**config.mk**
```make
export PLATFORM = sky130hd
export DESIGN_NAME = cla_adder_pipelined
export DESIGN_NICKNAME = d
export VERILOG_FILES = /design/src/rtl/cla_adder_pipelined.sv
export SDC_FILE = /design/constraint.sdc
export NUM_CORES = 1
export LEC_CHECK = 0
export CAP_MARGIN = 5
export CORE_ASPECT_RATIO = 0.7
export CORE_MARGIN = 3
export CORE_UTILIZATION = 55
export DETAILED_ROUTE_END_ITERATION = 8
export GPL_TIMING_DRIVEN = 0
export PLACE_DENSITY_LB_ADDON = 0.15
export SLEW_MARGIN = 20
export SYNTH_ARGS = -nofsm -noshare
export SYNTH_HDL_FRONTEND = slang
export SYNTH_HIERARCHICAL = 1
export SYNTH_SLANG_ARGS = --single-unit
export TNS_END_PERCENT = 1
```
**constraint.sdc**
```tcl
create_clock -name clk -period 2.2 [get_ports clk]
set_input_delay 0.55 -clock clk [delete_from_list [all_inputs] [get_ports clk]]
set_output_delay 0.55 -clock clk [all_outputs]
set_load 0.02 [all_outputs]
```
**src/rtl/cla_adder_pipelined.sv**
```systemverilog
// Pipelined carry-lookahead adder/subtractor. One 4-bit lookahead group is
// resolved per stage, so latency is WIDTH/GROUP_W cycles and throughput is
// one beat per cycle. A single global advance stalls every stage at once.

// One pipeline stage: resolves group K and passes the rest of the beat along.
module cla_adder_stage #(
    parameter int WIDTH   = 8,
    parameter int GROUP_W = 4,
    parameter int K       = 0
) (
    input  logic             clk,
    input  logic             rst,
    input  logic             adv,
    input  logic             vld_i,
    input  logic [WIDTH-1:0] a_i,
    input  logic [WIDTH-1:0] b_i,
    input  logic             sub_i,
    input  logic             c_i,
    input  logic [WIDTH-1:0] s_i,
    output logic             vld_o,
    output logic [WIDTH-1:0] a_o,
    output logic [WIDTH-1:0] b_o,
    output logic             sub_o,
    output logic             c_o,
    output logic [WIDTH-1:0] s_o,
    output logic             ovf_o
);
    logic [GROUP_W-1:0] ga, gb, p, g, gs;
    logic [GROUP_W:0]   c;
    logic [WIDTH-1:0]   s_nxt;

    assign ga = a_i[K*GROUP_W +: GROUP_W];
    // Subtraction inverts B here; the +1 enters as the carry into group 0.
    assign gb = b_i[K*GROUP_W +: GROUP_W] ^ {GROUP_W{sub_i}};
    assign p  = ga ^ gb;
    assign g  = ga & gb;

    // Single-level lookahead: every carry is a flat AND-OR of g/p and c_i.
    assign c[0] = c_i;
    assign c[1] = g[0] | (p[0] & c[0]);
    assign c[2] = g[1] | (p[1] & g[0]) | (p[1] & p[0] & c[0]);
    assign c[3] = g[2] | (p[2] & g[1]) | (p[2] & p[1] & g[0])
                | (p[2] & p[1] & p[0] & c[0]);
    assign c[4] = g[3] | (p[3] & g[2]) | (p[3] & p[2] & g[1])
                | (p[3] & p[2] & p[1] & g[0]) | (p[3] & p[2] & p[1] & p[0] & c[0]);
    assign gs   = p ^ c[GROUP_W-1:0];

    // Merge this group's sum bits into the partially resolved result.
    always_comb begin
        s_nxt = s_i;
        s_nxt[K*GROUP_W +: GROUP_W] = gs;
    end

    // Stage register: shifts on adv (valid or not), holds otherwise.
    // Operands are carried whole; bits of already-resolved groups are ignored downstream.
    always_ff @(posedge clk or posedge rst) begin
        if (rst) begin
            vld_o <= 1'b0;
            a_o   <= '0;
            b_o   <= '0;
            sub_o <= 1'b0;
            c_o   <= 1'b0;
            s_o   <= '0;
            ovf_o <= 1'b0;
        end else if (adv) begin
            vld_o <= vld_i;
            a_o   <= a_i;
            b_o   <= b_i;
            sub_o <= sub_i;
            c_o   <= c[GROUP_W];
            s_o   <= s_nxt;
            // Only meaningful in the top group: carry into MSB xor carry out.
            ovf_o <= c[GROUP_W-1] ^ c[GROUP_W];
        end
    end
endmodule

module cla_adder_pipelined #(
    parameter int WIDTH   = 8,
    parameter int GROUP_W = 4
) (
    input  logic             clk,
    input  logic             rst,
    input  logic             in_valid,
    output logic             in_ready,
    input  logic [WIDTH-1:0] a,
    input  logic [WIDTH-1:0] b,
    input  logic             cin,
    input  logic             sub,
    output logic             out_valid,
    input  logic             out_ready,
    output logic [WIDTH-1:0] sum,
    output logic             cout,
    output logic             ovf
);
    localparam int NGRP = WIDTH / GROUP_W;

    if (GROUP_W != 4 || WIDTH < GROUP_W || (WIDTH % GROUP_W) != 0) begin : g_bad_param
        $error("cla_adder_pipelined: WIDTH must be a multiple of GROUP_W and GROUP_W must be 4");
    end

    // Index k is the input of stage k; index k+1 is its registered output.
    logic [NGRP:0]            vld_pipe, sub_st, c_st, ovf_st;
    logic [NGRP:0][WIDTH-1:0] a_st, b_st, s_st;
    logic                     adv;
    logic                     unused_bits;

    assign vld_pipe[0] = in_valid;
    assign a_st[0]     = a;
    assign b_st[0]     = b;
    assign sub_st[0]   = sub;
    assign c_st[0]     = sub | cin;
    assign s_st[0]     = '0;
    assign ovf_st[0]   = 1'b0;

    // Whole pipe moves unless a valid result is being held for the consumer.
    assign out_valid = vld_pipe[NGRP];
    assign adv       = !out_valid | out_ready;
    assign in_ready  = adv;
    assign sum       = s_st[NGRP];
    assign cout      = c_st[NGRP];
    assign ovf       = ovf_st[NGRP];

    assign unused_bits = ^{a_st[NGRP], b_st[NGRP], sub_st[NGRP], ovf_st[NGRP-1:0]};

    for (genvar k = 0; k < NGRP; k++) begin : g_stage
        cla_adder_stage #(.WIDTH(WIDTH), .GROUP_W(GROUP_W), .K(k)) u_stage (
            .clk   (clk),
            .rst   (rst),
            .adv   (adv),
            .vld_i (vld_pipe[k]),
            .a_i   (a_st[k]),
            .b_i   (b_st[k]),
            .sub_i (sub_st[k]),
            .c_i   (c_st[k]),
            .s_i   (s_st[k]),
            .vld_o (vld_pipe[k+1]),
            .a_o   (a_st[k+1]),
            .b_o   (b_st[k+1]),
            .sub_o (sub_st[k+1]),
            .c_o   (c_st[k+1]),
            .s_o   (s_st[k+1]),
            .ovf_o (ovf_st[k+1])
        );
    end
endmodule
```
### After elaboration in Yosys (flattened, before gate mapping)

Index checks and enable logic that the tools add are counted.

| storage, ports and cells | value |
|---|---|
| bits in registers | 34 |
| input bits | 22 |
| logic and storage cells | 74 |
| output and inout bits | 12 |

| operators by class | value |
|---|---|
| reductions and logical operators | 1 |
| bitwise gates (word level) | 63 |

Operator list:

| operator | number |
|---|---|
| bitwise AND 1 bit | 32 |
| XOR 4 bit | 6 |
| bitwise OR 1 bit | 22 |
| bitwise AND 4 bit | 2 |
| zero test 1 bit | 1 |
| XOR 1 bit | 1 |

### Logic depth before layout (Yosys ltp)

Gate-level depths: netlist of the first run.

| logic depth | value |
|---|---|
| word-level depth | 8 |
| mapped depth | 6 |
| mapped depth without buffers | 5 |

### By module

The synthesis of the first run kept the hierarchy.

Modules (own cells, without submodules):

| module | instances | area an instance (um^2) | cells an instance |
|---|---|---|---|
| cla_adder_stage at g_stage[1].u_stage | 1 | 1272.5 | 95 |
| cla_adder_stage at g_stage[0].u_stage | 1 | 1252.5 | 91 |
| cla_adder_pipelined | 1 | 16.3 | 3 |

### Worst setup path after synthesis of the first run

Ideal clock, no wire load.

| path | value |
|---|---|
| path kind | input to register |
| start | in sub |
| end | reg g_stage[0].u_stage.s_o[2] |
| setup slack | 0.178 ns |
| data arrival time | 1.901 ns |
| stages on the path | 6 |
| path through | clkbuf_1 xor2_1 ha_1 a21o_2 a211o_1 a22o_1 |

| between the ends | value |
|---|---|
| word-level cells in the longest chain between the ends | 6 |

RTL lines:

| what | RTL line | RTL |
|---|---|---|
| from (decl) | 89 | `input logic sub,` |
| XOR 4 bit | 34 | `assign gb = b_i[K*GROUP_W +: GROUP_W] ^ {GROUP_W{sub_i}};` |
| XOR 4 bit or bitwise AND 4 bit (tied branches) | 35, 36 |  |
| bitwise AND 1 bit | 41 | `assign c[2] = g[1] \| (p[1] & g[0]) \| (p[1] & p[0] & c[0]);` |
| bitwise OR 1 bit or bitwise AND 1 bit (tied branches) | 41 |  |
| bitwise OR 1 bit | 41 |  |
| XOR 4 bit * | 46 | `assign gs = p ^ c[GROUP_W-1:0];` |
| to (signal assigned) | 71 | `s_o <= s_nxt;` |
| to (decl) | 25 | `output logic [WIDTH-1:0] s_o,` |

Mark *: on every way between the ends. The rest lies on a longest branch, timed or not.
A chain may end at the register's enable or synchronous reset.

### Worst setup path after layout of the first run

Ends and elaborated chain as after synthesis.

==> reports/results.ini, run 1 <==
[outcome]
status = finished, final reports clean

[clock_network]
insertion_delay_ns = 0.27
cts_setup_buffers = 0
clock-sinks = 26
cts_tree = yes
clkSlewWorstSetupHoldPaths_ns = 0.09
clk_path_buf_depth = 2
h-tree-depth = 1
numCtsBuffers = 3
ctsRootBufferMaster = clkbuf_8

[finish]
finalNonFillerCells = 192
area.growth.synth_to_final_pct = 31.7
fill_cells = 140
n_antenna_cell = 0
design_area_sq_um = 1880
layout_common_cells = clkdlybuf4s50_1 (32), dfrtp_1 (26), mux2_2 (17), ha_1 (8), xor2_1 (7)
postLayoutCoreUtil_pct = 81.7
layout-drive-gt1-share_pct = 20.0
mostFrequentLayoutCell = clkdlybuf4s50_1
nets = 193

[timing]
finalCriticalPeriod_ns = 2.16
fin_skew_ns = 0.00741
worst_slew_pin_slew_ns = 0.559
hold_violations = 0
hold_slack_ns = 0.507
relSlewSlack_pct = 62.7
report.final.slew_viol_count = 0
period_share_pct = 98.0
setup_viol = 0
max_freq_mhz = 464
layout_setup_ws_ns = 0.0430

[global_route]
grt_pass1_wl_um = 5290
grt_use_met1_pct = 27.4
antenna_found_initial = 0
grt_pass1_vias = 1177
use_met2_pct = 35.7
grt_usage_pct = 21.2
grt_max_degree = 16
overflow = 0
grt_most_used_layer = met2
use_met3_pct = 5.79

[worst_setup_path]
slowest_delay_ns = 0.48
crit_buf_inv = 2
worstSetupEndpointType = register
slowest_stage = clkdlybuf4s50_1
path_max_fanout = 5
worst-endpoint-required_ns = 2.37
critical-path-top-delay-family = compound AO/OA/AOI/OAI gates
crit_cells = 7
reg2reg_slack_ns = 0.20
path_class = primary input to register
path_cells = clkdlybuf4s50_1 > clkbuf_4 > xor2_2 > ha_1 > a21o_2 > a211o_1 > a22o_1
arrival_ns = 2.32
start_kind = primary input
reg2reg_depth = 6

[placement]
dpl.hpwl_um = 2370
placed_cells = 188
pre_cts_ws_ns = -0.431
portBuffers = 33
gp_congestion = 0.773
place_area_sq_um = 1790

[power_and_ir_drop]
vdd_drop_max_mv = 0.714
power.density_nw_per_um2 = 1050
leakage_uw = 0.000829

[hold_path]
holdPathStages = 1
hold_class = register to register

[floorplanning]
die_y_um = 48.6
start_util_pct = 62.1
core_area_sq_um = 2290
rows = 14
die_width_um = 66.8
die_area_sq_um = 3250
design.portCount = 34

[drt]
via_per_inst = 5.71
firstDrtPassIters = 4
wl_per_cell_um = 15.9
postRouteAntennaNets = 0
wl_um = 3050
drt-initial-drc-count = 37
drc = 0
num_vias = 1097

[flow_run]
drv_cap = 0

[synth]
ys_warn_count = 6
postSynthCellCount = 123
synth_area_per_cell_sq_um = 11.6
netlist_area_sq_um = 1420
syn-num-nets = 155

worst paths after layout:
kind | from | end
max in group asynchronous | rst | g_stage[0].u_stage/a_o[6]
max | sub | g_stage[0].u_stage/s_o[2]
min in group asynchronous | rst | g_stage[1].u_stage/s_o[1]
min | g_stage[1].u_stage/s_o[6] | g_stage[1].u_stage/s_o[6]
max reg2reg | g_stage[0].u_stage/sub_o | g_stage[1].u_stage/c_o
min reg2reg | g_stage[1].u_stage/s_o[6] | g_stage[1].u_stage/s_o[6]
layout make-up:
cell class	count	area, sq um	share of cell area [%]
multi-input cells	81	707	37.7
inverters	7	26.3	1.40
clock inverters	1	30.0	1.60
well taps	32	40.0	2.13
plain buffers	9	51.3	2.74
repair buffers	33	329	17.5
flip-flops and latches	26	651	34.7
clock buffers	3	41.3	2.20
metrics by stage:
step	TNS, ns	power (uW)
floorplan	0	1250
global placement	-1.47	1540
detailed placement	-1.65	1580
CTS	0	1980
global route	-0.00824	2100
finish	0	1970
timing repair:
| action | 4_1_cts | 5_1_grt |
|---|---|---|
| endpoints found under the setup margin | 4 | 3 |
| pin swaps | 0 | 2 |
| hold buffers | 0 | 0 |
| gates resized for setup | 3 | 2 |
worst register-to-register path: stages (launching register included):
cell,delay (ns)
dfrtp_1,0.36
clkbuf_1,0.23
xor2_1,0.33
ha_1,0.33
a211o_1,0.32
a21oi_1,0.17
o221ai_1,0.13
report_power, final:
| part | switching, uW | internal (uW) |
|---|---|---|
| logic | 437 | 445 |
| clock network | 142 | 243 |
| registers | 86.4 | 620 |
| total | 665 | 1310 |
metal layers:
| metal | vias to the layer above | part of all wire (%) |
|---|---|---|
| li1 | 507 | - |
| met1 | 542 | 42 |
| met2 | 43 | 50 |
| met3 | 5 | 7.1 |
| met4 | 0 | 0.89 |
| met5 | - | 0 |
flip-flops by register name, indices dropped and copies added (netlist names):
register               count
g_stage.u_stage/b_o        4
g_stage.u_stage/a_o        4
g_stage.u_stage/s_o       12
g_stage.u_stage/ovf_o      1
g_stage.u_stage/sub_o      1
g_stage.u_stage/vld_o      2
g_stage.u_stage/c_o        2
No activity file was read; power rests on OpenSTA's default activity.
==> run 2: changes to the inputs <==
Settings changed: CORE_UTILIZATION 55 to 50.
==> run 2 against run 1 <==
Sequential power about the same. Fmax about the same. Die area increased by 8.9%. Largest cell class unchanged. Setup slack improved by 0.0014 ns. Count of clock-buffer cells in the layout unchanged. Highest routed layer unchanged. Via count decreased by 4.6%. Design area decreased by 0.80%. Combinational power decreased by 1%. Register-to-register slack improved by 0.06 ns. Core utilization decreased by 9.9 points. Largest power group unchanged. Clock power decreased by 34%.
==> reports/results.ini, run 2 (synthesis gave the netlist of run 1 again) <==
[outcome]
status = finished, final reports clean

[drt]
firstDrtPassIters = 4
postRouteAntennaNets = 0
wl_per_cell_um = 15.2
drt-initial-drc-count = 46
via_per_inst = 5.42
num_vias = 1046
drc = 0
wl_um = 2940

[global_route]
grt_pass1_vias = 1080
overflow = 0
grt_usage_pct = 18.7
antenna_found_initial = 0
grt_most_used_layer = met2
grt_use_met1_pct = 25.2
grt_max_degree = 16
use_met3_pct = 5.40
use_met2_pct = 29.6
grt_pass1_wl_um = 5150

[worst_setup_path]
worstSetupEndpointType = register
arrival_ns = 2.31
worst-endpoint-required_ns = 2.36
start_kind = primary input
path_class = primary input to register
path_max_fanout = 5

[clock_network]
numCtsBuffers = 3
cts_setup_buffers = 0
h-tree-depth = 1
ctsRootBufferMaster = clkbuf_8
cts_tree = yes
clkSlewWorstSetupHoldPaths_ns = 0.08
clock-sinks = 26
hold_buffers = 0
insertion_delay_ns = 0.26
clk_path_buf_depth = 2

[placement]
gp_congestion = 0.855
placed_cells = 190
dpl.hpwl_um = 2370
portBuffers = 33

[finish]
layout-drive-gt1-share_pct = 19.5
finalNonFillerCells = 193
mostFrequentLayoutCell = clkdlybuf4s50_1
layout_common_cells = clkdlybuf4s50_1 (32), dfrtp_1 (26), mux2_2 (17), ha_1 (8), xor2_1 (7)
nets = 193
largest_register_ffs = 12
n_antenna_cell = 0
area.growth.synth_to_final_pct = 30.7
top_register = g_stage.u_stage/s_o
postLayoutCoreUtil_pct = 71.8
reg_top3 = g_stage.u_stage/s_o x12, g_stage.u_stage/a_o x4, g_stage.u_stage/b_o x4

[flow_run]
drv_cap = 0

[timing]
worst_slew_pin_slew_ns = 0.585
report.final.slew_viol_count = 0
relSlewSlack_pct = 60.9
setup_viol = 0
period_share_pct = 98.0
max_freq_mhz = 464
hold_slack_ns = 0.502
fin_skew_ns = 0.00193
finalCriticalPeriod_ns = 2.16
hold_violations = 0

[hold_path]
hold_class = register to register

[power_and_ir_drop]
vdd_drop_max_mv = 0.409
power.density_nw_per_um2 = 984
power_uw = 1830
leakage_uw = 0.000818

[floorplanning]
core_area_sq_um = 2590
rows = 15
start_util_pct = 55.0
die_width_um = 69.8
design.portCount = 34
die_area_sq_um = 3530
die_y_um = 50.6

-- run 2: cell count changes in the layout (fill, tap and decap cells not counted) --
cell	previous run	this run
clkdlybuf4s15_1	0	1
clkbuf_4	1	0
bufinv_16	1	0
dlygate4sd2_1	1	0
xor2_2	1	0
buf_4	2	3
xor2_4	0	1
-- run 2: final cells by class --
cell class	count	area, sq um
Buffer	9	51.3
Clock buffer	3	41.3
Fill cell	186	729
Inverter	7	26.3
Multi-Input combinational cell	81	718
Sequential cell	26	651
Tap cell	34	42.5
Timing Repair Buffer	33	330
-- run 2: worst paths after layout --
check / startpoint / to / depth (start not counted) / slack, ns
min in group asynchronous: rst / g_stage[1].u_stage/s_o[1] / 2 / 0.63
setup / recovery: sub / g_stage[0].u_stage/s_o[2] / 7 / 0.04
hold reg to reg: g_stage[1].u_stage/s_o[6] / g_stage[1].u_stage/s_o[6] / 1 / 0.50
hold / removal: g_stage[1].u_stage/s_o[6] / g_stage[1].u_stage/s_o[6] / 1 / 0.50
setup reg to reg: g_stage[0].u_stage/sub_o / g_stage[1].u_stage/ovf_o / 6 / 0.26
max in group asynchronous: rst / g_stage[0].u_stage/b_o[5] / 2 / 1.14
-- run 2: routing by layer --
| layer | vias up | part of all wire, % | routed length, um |
|---|---|---|---|
| met2 | 36 | 47 | 1370 |
| met3 | 4 | 5.9 | 173 |
| met1 | 494 | 46 | 1360 |
| li1 | 512 | - | - |
| met5 | - | 0 | 0 |
| met4 | 0 | 1.1 | 32 |
-- run 2: metrics by stage --
step	worst slack, ns	TNS, ns	instance area (sq um)
2_1_floorplan	0.178	0	1420
3_3_place_gp	-0.407	-1.54	1800
3_5_place_dp	-0.465	-1.85	1800
4_1_cts	0.0181	0	1850
5_1_grt	-0.00443	-0.00443	1860
6_report	0.0445	0	1860
-- run 2: timing repair --
item	in CTS	in global routing
setup endpoints to repair	4	4
pin swaps	0	1
resized for setup	4	3
-- run 2: worst max-delay path, stage by stage --
cell             delay, ns
clkdlybuf4s50_1       0.48
buf_4                 0.18
xor2_4                0.17
ha_1                  0.26
a21o_2                0.21
a211o_1               0.29
a22o_1                0.17
-- run 2: where the power goes --
part           leakage [uW]  switching [uW]  internal (uW)
Combinational      0.000491             426            444
Sequential         0.000306            85.0            621
Clock             0.0000216             133            122
Total              0.000818             644           1190
==> run 3: changes to the inputs <==
Settings changed: CTS_BUF_LIST from default to sky130_fd_sc_hd__clkbuf_8.
==> results of run 3 <==
Final layout, timing and power as in run 2 (identical DEF).
